**config.mk**
```make
export PLATFORM = sky130hd
export DESIGN_NAME = addr_mode_seq
export DESIGN_NICKNAME = d
export VERILOG_FILES = /design/src/rtl/addr_mode_seq.sv
export SDC_FILE = /design/constraint.sdc
export NUM_CORES = 1
export LEC_CHECK = 0
export CAP_MARGIN = 20
export CORE_MARGIN = 2
export CORE_UTILIZATION = 55
export DETAILED_ROUTE_END_ITERATION = 7
export DONT_BUFFER_PORTS = 1
export HOLD_SLACK_MARGIN = 0.15
export MAX_ROUTING_LAYER = met4
export PLACE_DENSITY_LB_ADDON = 0.25
export SKIP_LAST_GASP = 1
export SLEW_MARGIN = 15
export SYNTH_ARGS = -nofsm -noshare
export SYNTH_HDL_FRONTEND = slang
export SYNTH_SLANG_ARGS = --single-unit
```
**constraint.sdc**
```tcl
create_clock -name clk -period 3.6 [get_ports clk]
set_input_delay 0 -clock clk [delete_from_list [all_inputs] [get_ports clk]]
set_output_delay 0 -clock clk [all_outputs]
set_load 0.02 [all_outputs]
```
**src/rtl/addr_mode_seq.sv**
```systemverilog
// addr_mode_seq: addressing-mode sequencer for the 65C816 address generator.
// Walks the per-mode cycle sequence one step per enabled clock. It drives the
// address/index/PC control codes and pulses done on the step where the
// effective address becomes final.
module addr_mode_seq #(
  parameter bit DP_PENALTY = 1'b1
) (
  input  logic       clk,
  input  logic       rst_n,
  input  logic       en,
  input  logic       start,
  input  logic [2:0] mode,
  input  logic       abort,
  input  logic       dl_nz,
  input  logic       taken,
  input  logic       jump_no_ofl,
  input  logic       e6502,
  output logic [7:0] addr_ctrl,
  output logic [1:0] ind_ctrl,
  output logic [2:0] load_pc,
  output logic       busy,
  output logic       done
);

  localparam logic [2:0] M_ABS    = 3'd0;
  localparam logic [2:0] M_ABS_X  = 3'd1;
  localparam logic [2:0] M_ABS_Y  = 3'd2;
  localparam logic [2:0] M_DP     = 3'd3;
  localparam logic [2:0] M_DP_IND = 3'd4;
  localparam logic [2:0] M_LONG   = 3'd5;
  localparam logic [2:0] M_REL    = 3'd6;
  localparam logic [2:0] M_SR     = 3'd7;

  typedef enum logic [3:0] {
    S_IDLE, S_OPL, S_OPH, S_OPB, S_IDX, S_DPA,
    S_SRA, S_PEN, S_ILO, S_IHI, S_BR, S_BRT
  } state_t;

  state_t     state_q, state_d, seq_next, first_step;
  logic [2:0] mode_q, mode_d;
  logic       pen_after_dpa;

  // The direct-page penalty cycle is only needed when D is not page aligned
  // and the core is in native mode.
  assign pen_after_dpa = DP_PENALTY && dl_nz && !e6502;

  // Entry step chosen from the incoming mode when a sequence is launched.
  always_comb begin
    first_step = S_IDLE;
    case (mode)
      M_ABS, M_ABS_X, M_ABS_Y, M_LONG: first_step = S_OPL;
      M_DP, M_DP_IND:                  first_step = S_DPA;
      M_REL:                           first_step = S_BR;
      M_SR:                            first_step = S_SRA;
      default:                         first_step = S_IDLE;
    endcase
  end

  // Successor step within a running sequence; S_IDLE means this is the last step.
  always_comb begin
    seq_next = S_IDLE;
    case (state_q)
      S_OPL: seq_next = S_OPH;
      S_OPH: begin
        if (mode_q == M_ABS_X || mode_q == M_ABS_Y) seq_next = S_IDX;
        else if (mode_q == M_LONG)                  seq_next = S_OPB;
        else                                        seq_next = S_IDLE;
      end
      S_DPA: begin
        if (pen_after_dpa)            seq_next = S_PEN;
        else if (mode_q == M_DP_IND)  seq_next = S_ILO;
        else                          seq_next = S_IDLE;
      end
      S_PEN: seq_next = (mode_q == M_DP_IND) ? S_ILO : S_IDLE;
      S_ILO: seq_next = S_IHI;
      S_SRA: seq_next = S_PEN;
      S_BR:  seq_next = taken ? S_BRT : S_IDLE;
      S_BRT: seq_next = (e6502 && !jump_no_ofl) ? S_PEN : S_IDLE;
      default: seq_next = S_IDLE;
    endcase
  end

  // Abort wins over launch and sequencing; start is honoured only from idle.
  always_comb begin
    state_d = seq_next;
    mode_d  = mode_q;
    if (abort) begin
      state_d = S_IDLE;
    end else if (state_q == S_IDLE) begin
      if (start) begin
        state_d = first_step;
        mode_d  = mode;
      end else begin
        state_d = S_IDLE;
      end
    end
  end

  // State and latched mode advance only on enabled edges.
  always_ff @(posedge clk) begin
    if (!rst_n) begin
      state_q <= S_IDLE;
      mode_q  <= 3'd0;
    end else if (en) begin
      state_q <= state_d;
      mode_q  <= mode_d;
    end
  end

  // Step control codes decoded from the registered state and latched mode.
  // done also looks at the branch/penalty qualifiers because the last step
  // of DP, DP_IND and REL depends on them; start never reaches any output.
  always_comb begin
    addr_ctrl = 8'h00;
    ind_ctrl  = 2'b00;
    load_pc   = 3'b000;
    case (state_q)
      S_OPL: begin addr_ctrl = 8'h40; load_pc = 3'b001; end
      S_OPH: begin addr_ctrl = 8'hEB; load_pc = 3'b001; end
      S_OPB: begin addr_ctrl = 8'hFD; load_pc = 3'b001; end
      S_IDX: begin
        addr_ctrl = 8'h24;
        ind_ctrl  = (mode_q == M_ABS_Y) ? 2'b01 : 2'b00;
      end
      S_DPA: begin addr_ctrl = 8'hB4; load_pc = 3'b001; end
      S_SRA: begin addr_ctrl = 8'hB7; load_pc = 3'b001; end
      S_PEN: addr_ctrl = 8'hFC;
      S_ILO: addr_ctrl = 8'h5C;
      S_IHI: addr_ctrl = 8'hEB;
      S_BR:  begin addr_ctrl = 8'hFC; load_pc = 3'b001; end
      S_BRT: begin addr_ctrl = 8'hFC; load_pc = 3'b100; end
      default: begin
        addr_ctrl = 8'h00;
        ind_ctrl  = 2'b00;
        load_pc   = 3'b000;
      end
    endcase
  end

  assign busy = (state_q != S_IDLE);
  assign done = busy && (seq_next == S_IDLE);

endmodule

```
==> results.md <==
* Status: finished clean
* HPWL after DPL at 1310 um
* Pwr dens at 242 mW/mm^2
* Pin count of the biggest net entering global routing at 24
* CTS Buf Count at 3
* Final core utilization at 0.686
* Top cell type's share of synthesized area at 0.176
* RSZ-0062 raised after global routing: no
* Clock sink count at 7
* DRC Markers at 0
* Post-Synthesis Cells at 106
* Asr flop ratio synth at 0
* Post-synth EDFFs at 0
* Vias per inst at 6.24
* Core Box Area at 0.00132 sq mm
* Ys flop type: dfxtp_1
* Initial antenna violation count at 0
* Worst-margin pin slew at 735 ps
* Placer Congestion at 0.772
* Clk Tree Root Cell: clkbuf_4
* Final min period at 2550 ps
* # diodes at 0
* I/O Buffers at 0
* IO Count at 27
* Final setup viols at 0
* Crit. End Element: flip-flop
* H-Tree Depth at 1
* Routed via count at 792
* Vias in the first global route at 784
* Worst Clk Skew at 4.25 ps
* Max-cap violations at 0
* Initial Util at 0.603
* Total routed wirelength at 1960 um
* Setup TNS at 0 ps
* Clk Latency, worst-skew pair at 250 ps
* Syn avg cell area at 7.50 sq um
* Critical path class: reg -> reg
* Largest cells by area after synthesis: dfxtp_1, nor2b_1, nand3_1
* First-pass GRT wire length at 3260 um
* TritonCTS clock tree: done
* Synth-to-layout area growth at 13.7%
* Leading area contributor after synthesis: dfxtp_1
* Overall routing resource usage at 0.237
* Chip height at 42.0 um
* Die area at 0.00176 sq mm
* Die extent in x at 42.0 um
* Max IR drop VDD at 0.000240 V
* Final period util at 0.708
* Worst rel slew slack at 0.509
* LEAKAGE at 0.371 nW
* Yosys cell types at 40
* Fmax achieved at 0.392 GHz
* Crit start category: flip-flop
* Post-place setup slack at 1640 ps
* CP required at 3790 ps
* Share of cells above drive strength 1 at 0.0625
* Antenna Violating Nets Remaining at 0
* DR pass1 iterations at 6
* Fin nets at 127
* Seq/Total Area, Yosys at 0.176
* #FFs+latches synth at 7
* Final hold vios at 0
* Most frequent cells in the layout: nor2b_1, dlygate4sd3_1, nand3_1
* Fin. max-slew vios at 0
* Setup slack after layout at 1050 ps
* Ys Warns at 0
* CTS Buffer Depth at 2
* DRT iter0 DRCs at 24
* Final global-route overflow total at 0
* Postcts setup bufs at 0
* Largest fanout on the critical path at 23
* Mapped Area at 795 sq um
* FP Rows at 13
* Clock slew at reported path FFs at 60 ps
* WL/cell at 15.4 um
* Hold crit path type: in -> reg
* Worst path arrival time at 2740 ps
-- flip-flops by register name, indices dropped and copies added (netlist names) --
signal	cells
mode_q	3
state_q	4
-- cell usage after synthesis, types with 2 or more instances --
library cell and number:
buf_4 2, a31oi_1 2, clkbuf_1 4, inv_1 3
o21ai_0 3, and2_1 4, a21oi_1 5, buf_2 3
nand3_1 9, o32ai_1 2, nor4bb_1 2, nand2b_1 4
nand2_1 5, ha_1 2, nand4_1 5, dfxtp_1 7
or3b_1 2, nor2_1 5, mux2i_1 3, o21a_1 3
nor2b_1 12
-- kinds of logic (layout without fill, tap and decap cells) --
| group | count (synthesis) | count (layout) | share of synthesized area |
|---|---|---|---|
| XOR/XNOR | 1 | 1 | 0.0110 |
| AND/OR/NAND/NOR | 53 | 53 | 0.413 |
| other | 1 | 2 | 0.00472 |
| multiplexers | 4 | 4 | 0.0520 |
| AO/OA/AOI/OAI | 23 | 23 | 0.209 |
| flip-flops | 7 | 7 | 0.176 |
| buffers and inverters | 14 | 19 | 0.0897 |
| adder cells (fa/ha/maj) | 3 | 3 | 0.0441 |
-- cell type report --
type	instances	area [sq um]
flip-flops and latches	7	140
clock buffers	4	26.3
multi-input cells	86	587
fillers	117	414
inverters	3	11.3
repair buffers	12	120
well taps	15	18.8
-- power breakdown --
group | switching (mW) | internal [mW]
logic | 0.0312 | 0.0265
clock network | 0.0300 | 0.0424
registers | 0.00837 | 0.0800
-- routing by layer --
| metal | GRT usage | vias up | wire length (um) |
|---|---|---|---|
| met5 | - | - | 0 |
| met4 | 0.0645 | 0 | 25 |
| met3 | 0.0302 | 4 | 106 |
| met2 | 0.431 | 31 | 1000 |
| met1 | 0.269 | 363 | 823 |
| li1 | - | 394 | - |
-- critical path, cell delays in order (launching register included) --
cell and delay [ps]:
dfxtp_1 760, nand2_1 210, or4b_1 570, nand3_1 170, a2bb2oi_1 200, dlygate4sd3_1 580
-- final timing paths --
check,slack [ps],end,cells after the start,from
worst min register to register,610,mode_q[1]$_SDFFE_PN0P_,2,mode_q[1]$_SDFFE_PN0P_
worst min-delay path,160,mode_q[1]$_SDFFE_PN0P_,3,start
worst max register to register,1050,state_q[1]$_SDFFE_PN0P_,5,state_q[0]$_SDFFE_PN0P_
worst max-delay path,1050,state_q[1]$_SDFFE_PN0P_,5,state_q[0]$_SDFFE_PN0P_
-- metrics by stage --
stage	total power [mW]	area [sq um]	cells	hold slack (ps)
final	0.219	903	127	159
after floorplan	0.133	798	107	166
after CTS	0.217	903	127	164
after global routing	0.229	903	127	190
after global placement	0.134	757	111	125
after detailed placement	0.135	757	111	123
-- what timing repair did --
action | 4_1_cts | 5_1_grt
endpoints found under the setup margin | 0 | 0
hold buffers | 12 | 0
gates resized for setup | 0 | 0
endpoints found under the hold margin | 7 | 0
(Power assumes the default switching activity.)
